File: config.mk
export PLATFORM = sky130hd
export DESIGN_NAME = rr_arb2_sel
export DESIGN_NICKNAME = d
export VERILOG_FILES = /design/src/rtl/rr_arb2_sel.sv
export SDC_FILE = /design/constraint.sdc
export NUM_CORES = 1
export LEC_CHECK = 0
export CORE_ASPECT_RATIO = 0.6
export CORE_MARGIN = 5
export CORE_UTILIZATION = 45
export DETAILED_ROUTE_END_ITERATION = 8
export PLACE_DENSITY_LB_ADDON = 0.12
export SLEW_MARGIN = 10
export SYNTH_ARGS = -nofsm -noshare
export SYNTH_HDL_FRONTEND = slang
export SYNTH_SLANG_ARGS = --single-unit
File: constraint.sdc
create_clock -name clk -period 4.81 [get_ports clk]
set_input_delay 0.962 -clock clk [delete_from_list [all_inputs] [get_ports clk]]
set_output_delay 0.962 -clock clk [all_outputs]
set_load 0.05 [all_outputs]
File: src/rtl/rr_arb2_sel.sv
// rtl/rr_arb2_sel.sv - two-channel round-robin arbiter with burst hold and registered output stage
module rr_arb2_sel #(
    parameter int WIDTH     = 8,
    parameter int BURST_LEN = 4
) (
    input  logic             clk,
    input  logic             rst_n,
    input  logic             a_valid,
    input  logic [WIDTH-1:0] a_data,
    output logic             a_ready,
    input  logic             b_valid,
    input  logic [WIDTH-1:0] b_data,
    output logic             b_ready,
    output logic             sel,
    output logic             out_valid,
    output logic [WIDTH-1:0] out_data,
    input  logic             out_ready
);

    localparam int CW = $clog2(BURST_LEN) + 1;
    localparam logic [CW-1:0] CNT_LAST = CW'(BURST_LEN - 1);

    typedef enum logic [1:0] {
        IDLE  = 2'd0,
        GNT_A = 2'd1,
        GNT_B = 2'd2
    } state_t;

    state_t           state_q, state_d;
    logic             ptr_q, ptr_d;
    logic [CW-1:0]    cnt_q, cnt_d;
    logic             sel_q, sel_d;
    logic             out_valid_q, out_valid_d;
    logic [WIDTH-1:0] out_data_q, out_data_d;

    logic stall;
    logic a_acc, b_acc;
    logic cur_valid, cur_acc, oth_valid;
    logic oth_is_b;

    // Readies come only from registered state and the output-stage stall
    always_comb begin
        stall   = out_valid_q & ~out_ready;
        a_ready = (state_q == GNT_A) & ~stall;
        b_ready = (state_q == GNT_B) & ~stall;
        a_acc   = a_valid & a_ready;
        b_acc   = b_valid & b_ready;
    end

    // Next-state: grant selection, burst counting and the round-robin pointer
    always_comb begin
        state_d   = state_q;
        ptr_d     = ptr_q;
        cnt_d     = cnt_q;
        oth_is_b  = (state_q == GNT_A);
        cur_valid = oth_is_b ? a_valid : b_valid;
        cur_acc   = oth_is_b ? a_acc   : b_acc;
        oth_valid = oth_is_b ? b_valid : a_valid;
        case (state_q)
            IDLE: begin
                if (a_valid && b_valid) begin
                    state_d = ptr_q ? GNT_B : GNT_A;
                end else if (a_valid) begin
                    state_d = GNT_A;
                end else if (b_valid) begin
                    state_d = GNT_B;
                end
            end
            GNT_A, GNT_B: begin
                if (cur_acc && (cnt_q == CNT_LAST)) begin
                    cnt_d = '0;
                    ptr_d = oth_is_b;
                    if (oth_valid) begin
                        state_d = oth_is_b ? GNT_B : GNT_A;
                    end
                end else if (!cur_valid) begin
                    cnt_d   = '0;
                    ptr_d   = oth_is_b;
                    state_d = oth_valid ? (oth_is_b ? GNT_B : GNT_A) : IDLE;
                end else if (cur_acc) begin
                    cnt_d = cnt_q + CW'(1);
                end
            end
            default: begin
                state_d = IDLE;
                cnt_d   = '0;
            end
        endcase
        sel_d = (state_d == GNT_B);
    end

    // Output stage: capture the accepted beat, drain it when downstream takes it
    always_comb begin
        out_valid_d = out_valid_q;
        out_data_d  = out_data_q;
        if (a_acc) begin
            out_data_d  = a_data;
            out_valid_d = 1'b1;
        end else if (b_acc) begin
            out_data_d  = b_data;
            out_valid_d = 1'b1;
        end else if (out_ready) begin
            out_valid_d = 1'b0;
        end
    end

    // State and output registers; reset drops any held beat
    always_ff @(posedge clk or negedge rst_n) begin
        if (!rst_n) begin
            state_q     <= IDLE;
            ptr_q       <= 1'b0;
            cnt_q       <= '0;
            sel_q       <= 1'b0;
            out_valid_q <= 1'b0;
            out_data_q  <= '0;
        end else begin
            state_q     <= state_d;
            ptr_q       <= ptr_d;
            cnt_q       <= cnt_d;
            sel_q       <= sel_d;
            out_valid_q <= out_valid_d;
            out_data_q  <= out_data_d;
        end
    end

    assign sel       = sel_q;
    assign out_valid = out_valid_q;
    assign out_data  = out_data_q;

endmodule

==> impl_metrics.json, run 1 <==
{
  "outcome": "finished clean",
  "port_buffers": 32,
  "syn_nets": 132,
  "ios": 33,
  "die_h_um": 47.1,
  "synth_cell_types": 37,
  "min_path_type": "reg -> reg",
  "drive_gt1_frac": 0.0956,
  "syn_area_um2": 1030,
  "ys.flop_type": "dfrtp_1",
  "cp.required_ns": 3.85,
  "synth_seq_cells": 16,
  "maxSlewHeadroom": 0.528,
  "netlist_top_cells_area": "dfrtp_1, mux2i_1, ha_1, a21oi_1, nor2_1",
  "holdPathEnd": "cnt_q[0]",
  "clk_pin_slew_ns": 0.06,
  "p_total_mw": 0.870,
  "setup_viol_count_final": 0,
  "dp_hpwl_mm": 1.74,
  "diodes": 0,
  "drcViolationCount": 0,
  "fin_ws_ns": 1.31,
  "r2r_slack_ns": 2.56,
  "initial_core_util": 0.473,
  "cp_max_fo": 5,
  "clk_path_buf_depth": 2,
  "clkPwrFrac": 0.132,
  "finalNetCount": 165,
  "grt_max_degree": 18,
  "grt_usage": 0.144,
  "dieArea_um2": 3380,
  "switching_share": 0.466,
  "hold_slack_ns": 0.498,
  "overflow": 0,
  "peakVddDrop_v": 0.000300,
  "syn_avg_cell_area_um2": 9.91,
  "yosysWarnings": 0,
  "r2r-start": "state_q[1]",
  "leakage_nw": 0.647,
  "vias": 831,
  "ys_async_sr_fraction": 1.00,
  "cap_violations": 0,
  "routabilityCongestion": 0.847,
  "via_per_inst": 5.01,
  "min_period_ns": 3.50,
  "placedInstanceArea_um2": 1360,
  "synth.largest_area_cell": "dfrtp_1",
  "htreeDepth": 1,
  "cts_tree": "done",
  "fill_cells": 189,
  "timing.final.crit_share": 0.727,
  "synth_edf_count": 0,
  "synth.top_cell.area_share": 0.388,
  "clock_sinks": 16,
  "p_comb_frac": 0.608,
  "tightestPinTransition_ns": 0.706,
  "fin_worst_skew_ns": 0.00411,
  "final.setup.tns_ns": 0,
  "die_w_um": 71.8,
  "hold_path_depth": 1,
  "power_density_nw_per_um2": 614,
  "synth.most_common_cell": "dfrtp_1",
  "ys_seq_area_frac": 0.388,
  "critPathArrivalTime_ns": 2.53,
  "synthTopCellsByCount": "dfrtp_1, nor2_1, a21oi_1, mux2i_1, ha_1",
  "place_ws_ns": 1.31,
  "rows": 13,
  "p_seq_frac": 0.260,
  "core_um2": 2180,
  "cp-end-kind": "primary output",
  "ant_nets": 0,
  "numCtsBuffers": 3,
  "root_buffer": "clkbuf_8",
  "timing.fmax_mhz": 286,
  "synth_cells": 104,
  "slew_viol_final": 0,
  "power.switching_mw": 0.406,
  "dr.pass1.iters": 4,
  "grt_pass1_wl_mm": 3.64,
  "setup.worst_path.start_class": "input port",
  "drtIter0Drc": 54,
  "ctsResizeCount": 0,
  "rsz0062_at_grt": "no",
  "crit_type": "in -> out",
  "postCtsSetupBuffers": 0,
  "grt_pass1_vias": 820,
  "cts_hold_buf": 0,
  "syn2layout_area_growth_pct": 37.5,
  "final_area_um2": 1420,
  "wl_per_cell_um": 13.3,
  "routed_wl_mm": 2.20,
  "reg2reg_to": "cnt_q[1]",
  "grt_antenna_before_repair": 0,
  "hold_viol": 0,
  "clk_latency_ns": 0.24,
  "reg2reg_depth": 7,
  "hp-start": "cnt_q[0]",
  "power.internal_mw": 0.465
}
[routing by layer]
metal  global-route usage  share of wire  up-vias
met5                    0              0        -
met4               0.0337         0.0036        0
met3               0.0705          0.080        2
met2                0.219           0.44       25
met1                0.188           0.48      374
li1                     -              -      430
[worst max path at each step]
stage,from,endpoint
final,out_ready,b_ready
after global routing,out_ready,b_ready
after CTS,out_ready,b_ready
after detailed placement,out_ready,b_ready
after global placement,out_ready,a_ready
after floorplan,out_ready,a_ready
[area by class of cell]
class	instances	area, µm²	share of cell area
Timing Repair Buffer	32	320	0.226
Tap cell	30	37.5	0.0265
Sequential cell	16	400	0.282
Multi-Input combinational cell	78	582	0.410
Clock buffer	4	55.1	0.0388
Inverter	6	22.5	0.0159
[stage by stage]
stage | cells | utilization
global route | 166 | 0.650
floorplan | 104 | -
detailed placement | 162 | 0.625
finish | 166 | 0.650
CTS | 166 | 0.650
global placement | 162 | 0.625
[power groups by stage]
stage / Combinational, mW / Sequential, mW / Clock, mW
finish: 0.530 / 0.226 / 0.115
global route: 0.572 / 0.234 / 0.127
CTS: 0.532 / 0.227 / 0.120
detailed placement: 0.531 / 0.228 / 0
global placement: 0.526 / 0.228 / 0
floorplan: 0.230 / 0.370 / 0
[kinds of logic (layout without fill, tap and decap cells)]
| kind of cell | after synthesis | after routing | synth area share |
|---|---|---|---|
| compound gates | 22 | 22 | 0.132 |
| fa+ha+maj | 7 | 7 | 0.0849 |
| buf+inv | 10 | 42 | 0.0473 |
| flops | 16 | 16 | 0.388 |
| mux | 12 | 12 | 0.120 |
| simple gates | 37 | 37 | 0.227 |
[flip-flops by register name, summed over array words and instances, names as in the netlist]
register   cells
sel            1
out_data       8
state_q        2
out_valid      1
ptr_q          1
cnt_q          3
[placed cells by master, fill, tap and decap left out, drive strengths merged, types with 2 or more instances in the layout]
master / instances
a21oi: 9
and2: 3
and2b: 2
clkbuf: 4
clkdlybuf4s50: 32
dfrtp: 16
ha: 7
inv: 6
mux2: 3
mux2i: 9
nand2: 7
nand3: 2
nand3b: 2
nor2: 11
o21ai: 3
o22ai: 3
or4b: 2
[worst max-delay path, cell delays in order]
cell	delay, ns
clkdlybuf4s50_1	0.47
nand2b_4	0.16
and2_1	0.14
clkdlybuf4s50_1	0.80
Power figures use the tool's default switching activity.
==> run 2, diff against run 1 <==
==> constraint.sdc (replaced) <==
create_clock -name clk -period 3.4 [get_ports clk]
set_input_delay 0.68 -clock clk [delete_from_list [all_inputs] [get_ports clk]]
set_output_delay 0.68 -clock clk [all_outputs]
set_load 0.05 [all_outputs]
==> impl_metrics.json, run 2 (synthesized netlist as in run 1, its figures left out) <==
{
  "power.internal_mw": 0.660,
  "die_w_um": 71.8,
  "fin_worst_skew_ns": 0.000912,
  "power.switching_mw": 0.598,
  "cp_common_cell": "clkdlybuf4s50_1",
  "grt_antenna_before_repair": 0,
  "diodes": 0,
  "routed_wl_mm": 2.52,
  "worstPathCellList": "clkdlybuf4s50_1 > nand2b_4 > and2_1 > clkdlybuf4s50_1",
  "port_buffers": 32,
  "initial_core_util": 0.473,
  "grt_max_degree": 18,
  "ctsResizeCount": 0,
  "finalNetCount": 166,
  "overflow": 0,
  "ios": 33,
  "p_seq_frac": 0.255,
  "grt_usage": 0.169,
  "r2r_slack_ns": 1.15,
  "rsz0062_at_grt": "no",
  "crit_type": "in -> out",
  "drcViolationCount": 0,
  "slew_viol_final": 0,
  "dp_hpwl_mm": 1.95,
  "vias": 876,
  "clk_latency_ns": 0.25,
  "ant_nets": 0,
  "crit_path_max_incr_delay_ns": 0.79,
  "p_comb_frac": 0.608,
  "setup.worst_path.start_class": "input port",
  "drive_gt1_frac": 0.102,
  "cp-end-kind": "primary output",
  "htreeDepth": 1,
  "critPathArrivalTime_ns": 2.24,
  "syn2layout_area_growth_pct": 38.2,
  "cp.required_ns": 2.72,
  "layout_common_cells": "clkdlybuf4s50_1, dfrtp_1, nor2_1, mux2i_1, a21oi_1",
  "cts_tree": "done",
  "fin_ws_ns": 0.482,
  "grt_pass1_wl_mm": 4.22,
  "numCtsBuffers": 3,
  "min_period_ns": 2.92,
  "cap_violations": 0,
  "final_common_cell": "clkdlybuf4s50_1",
  "rows": 13,
  "dr.pass1.iters": 4,
  "peakVddDrop_v": 0.000475,
  "outcome": "finished clean",
  "timing.final.crit_share": 0.858,
  "crit_buf_inv": 2,
  "setup_viol_count_final": 0,
  "root_buffer": "clkbuf_8",
  "timing.fmax_mhz": 343,
  "leakage_nw": 0.651,
  "power_density_nw_per_um2": 883,
  "critPathSlowestCell": "clkdlybuf4s50_1",
  "cp_max_fo": 5,
  "crit_family": "buffers and inverters",
  "switching_share": 0.476,
  "maxSlewHeadroom": 0.519,
  "largest_reg_flops": 8,
  "clock_sinks": 16,
  "dieArea_um2": 3380,
  "final.setup.tns_ns": 0,
  "drtIter0Drc": 53,
  "core_um2": 2180,
  "postCtsSetupBuffers": 0,
  "wl_per_cell_um": 15.1,
  "clkPwrFrac": 0.137,
  "via_per_inst": 5.25,
  "place_ws_ns": 0.475,
  "clk_pin_slew_ns": 0.06,
  "grt_pass1_vias": 892,
  "routabilityCongestion": 0.854,
  "clk_path_buf_depth": 2,
  "post-route-util": 0.654,
  "hold_viol": 0,
  "min_path_type": "reg -> reg",
  "hold_slack_ns": 0.501,
  "tightestPinTransition_ns": 0.719,
  "cts_hold_buf": 0,
  "die_h_um": 47.1
}
run 2: changes by cell type in the layout (fill, tap and decap cells not counted):
cell   delta
buf_4     +1
run 2: cell type report:
cell class	count	area, µm²
clock buffers	4	55.1
fillers	187	754
inverters	6	22.5
multi-input cells	78	582
flip-flops and latches	16	400
well taps	30	37.5
repair buffers	33	328
run 2: layer usage:
layer / vias to the layer above / track usage / wire [µm]
li1: 434 / - / -
met5: - / 0 / 0
met4: 0 / 0.0787 / 60
met3: 9 / 0.0662 / 143
met2: 27 / 0.283 / 1200
met1: 406 / 0.198 / 1120
run 2: stage by stage:
stage | instance area (µm²) | total power [mW] | instances
2_1_floorplan | 1030 | 0.848 | 104
3_3_place_gp | 1370 | 1.07 | 163
3_5_place_dp | 1370 | 1.09 | 163
4_1_cts | 1430 | 1.27 | 167
5_1_grt | 1430 | 1.34 | 167
6_report | 1430 | 1.26 | 167
run 2: final timing paths:
path                                 start        to  depth (start not counted)
worst max-delay path             out_ready   b_ready                          4
worst max register to register  state_q[1]  cnt_q[1]                          7
min in group asynchronous            rst_n  cnt_q[0]                          1
max in group asynchronous            rst_n     ptr_q                          1
worst min register to register    cnt_q[0]  cnt_q[0]                          1
worst min-delay path              cnt_q[0]  cnt_q[0]                          1
run 2: power groups by stage:
stage	Combinational (mW)	Sequential, mW	Clock (mW)
floorplan	0.325	0.523	0
global placement	0.747	0.322	0
detailed placement	0.762	0.324	0
CTS	0.769	0.323	0.179
global route	0.819	0.332	0.187
finish	0.765	0.321	0.172
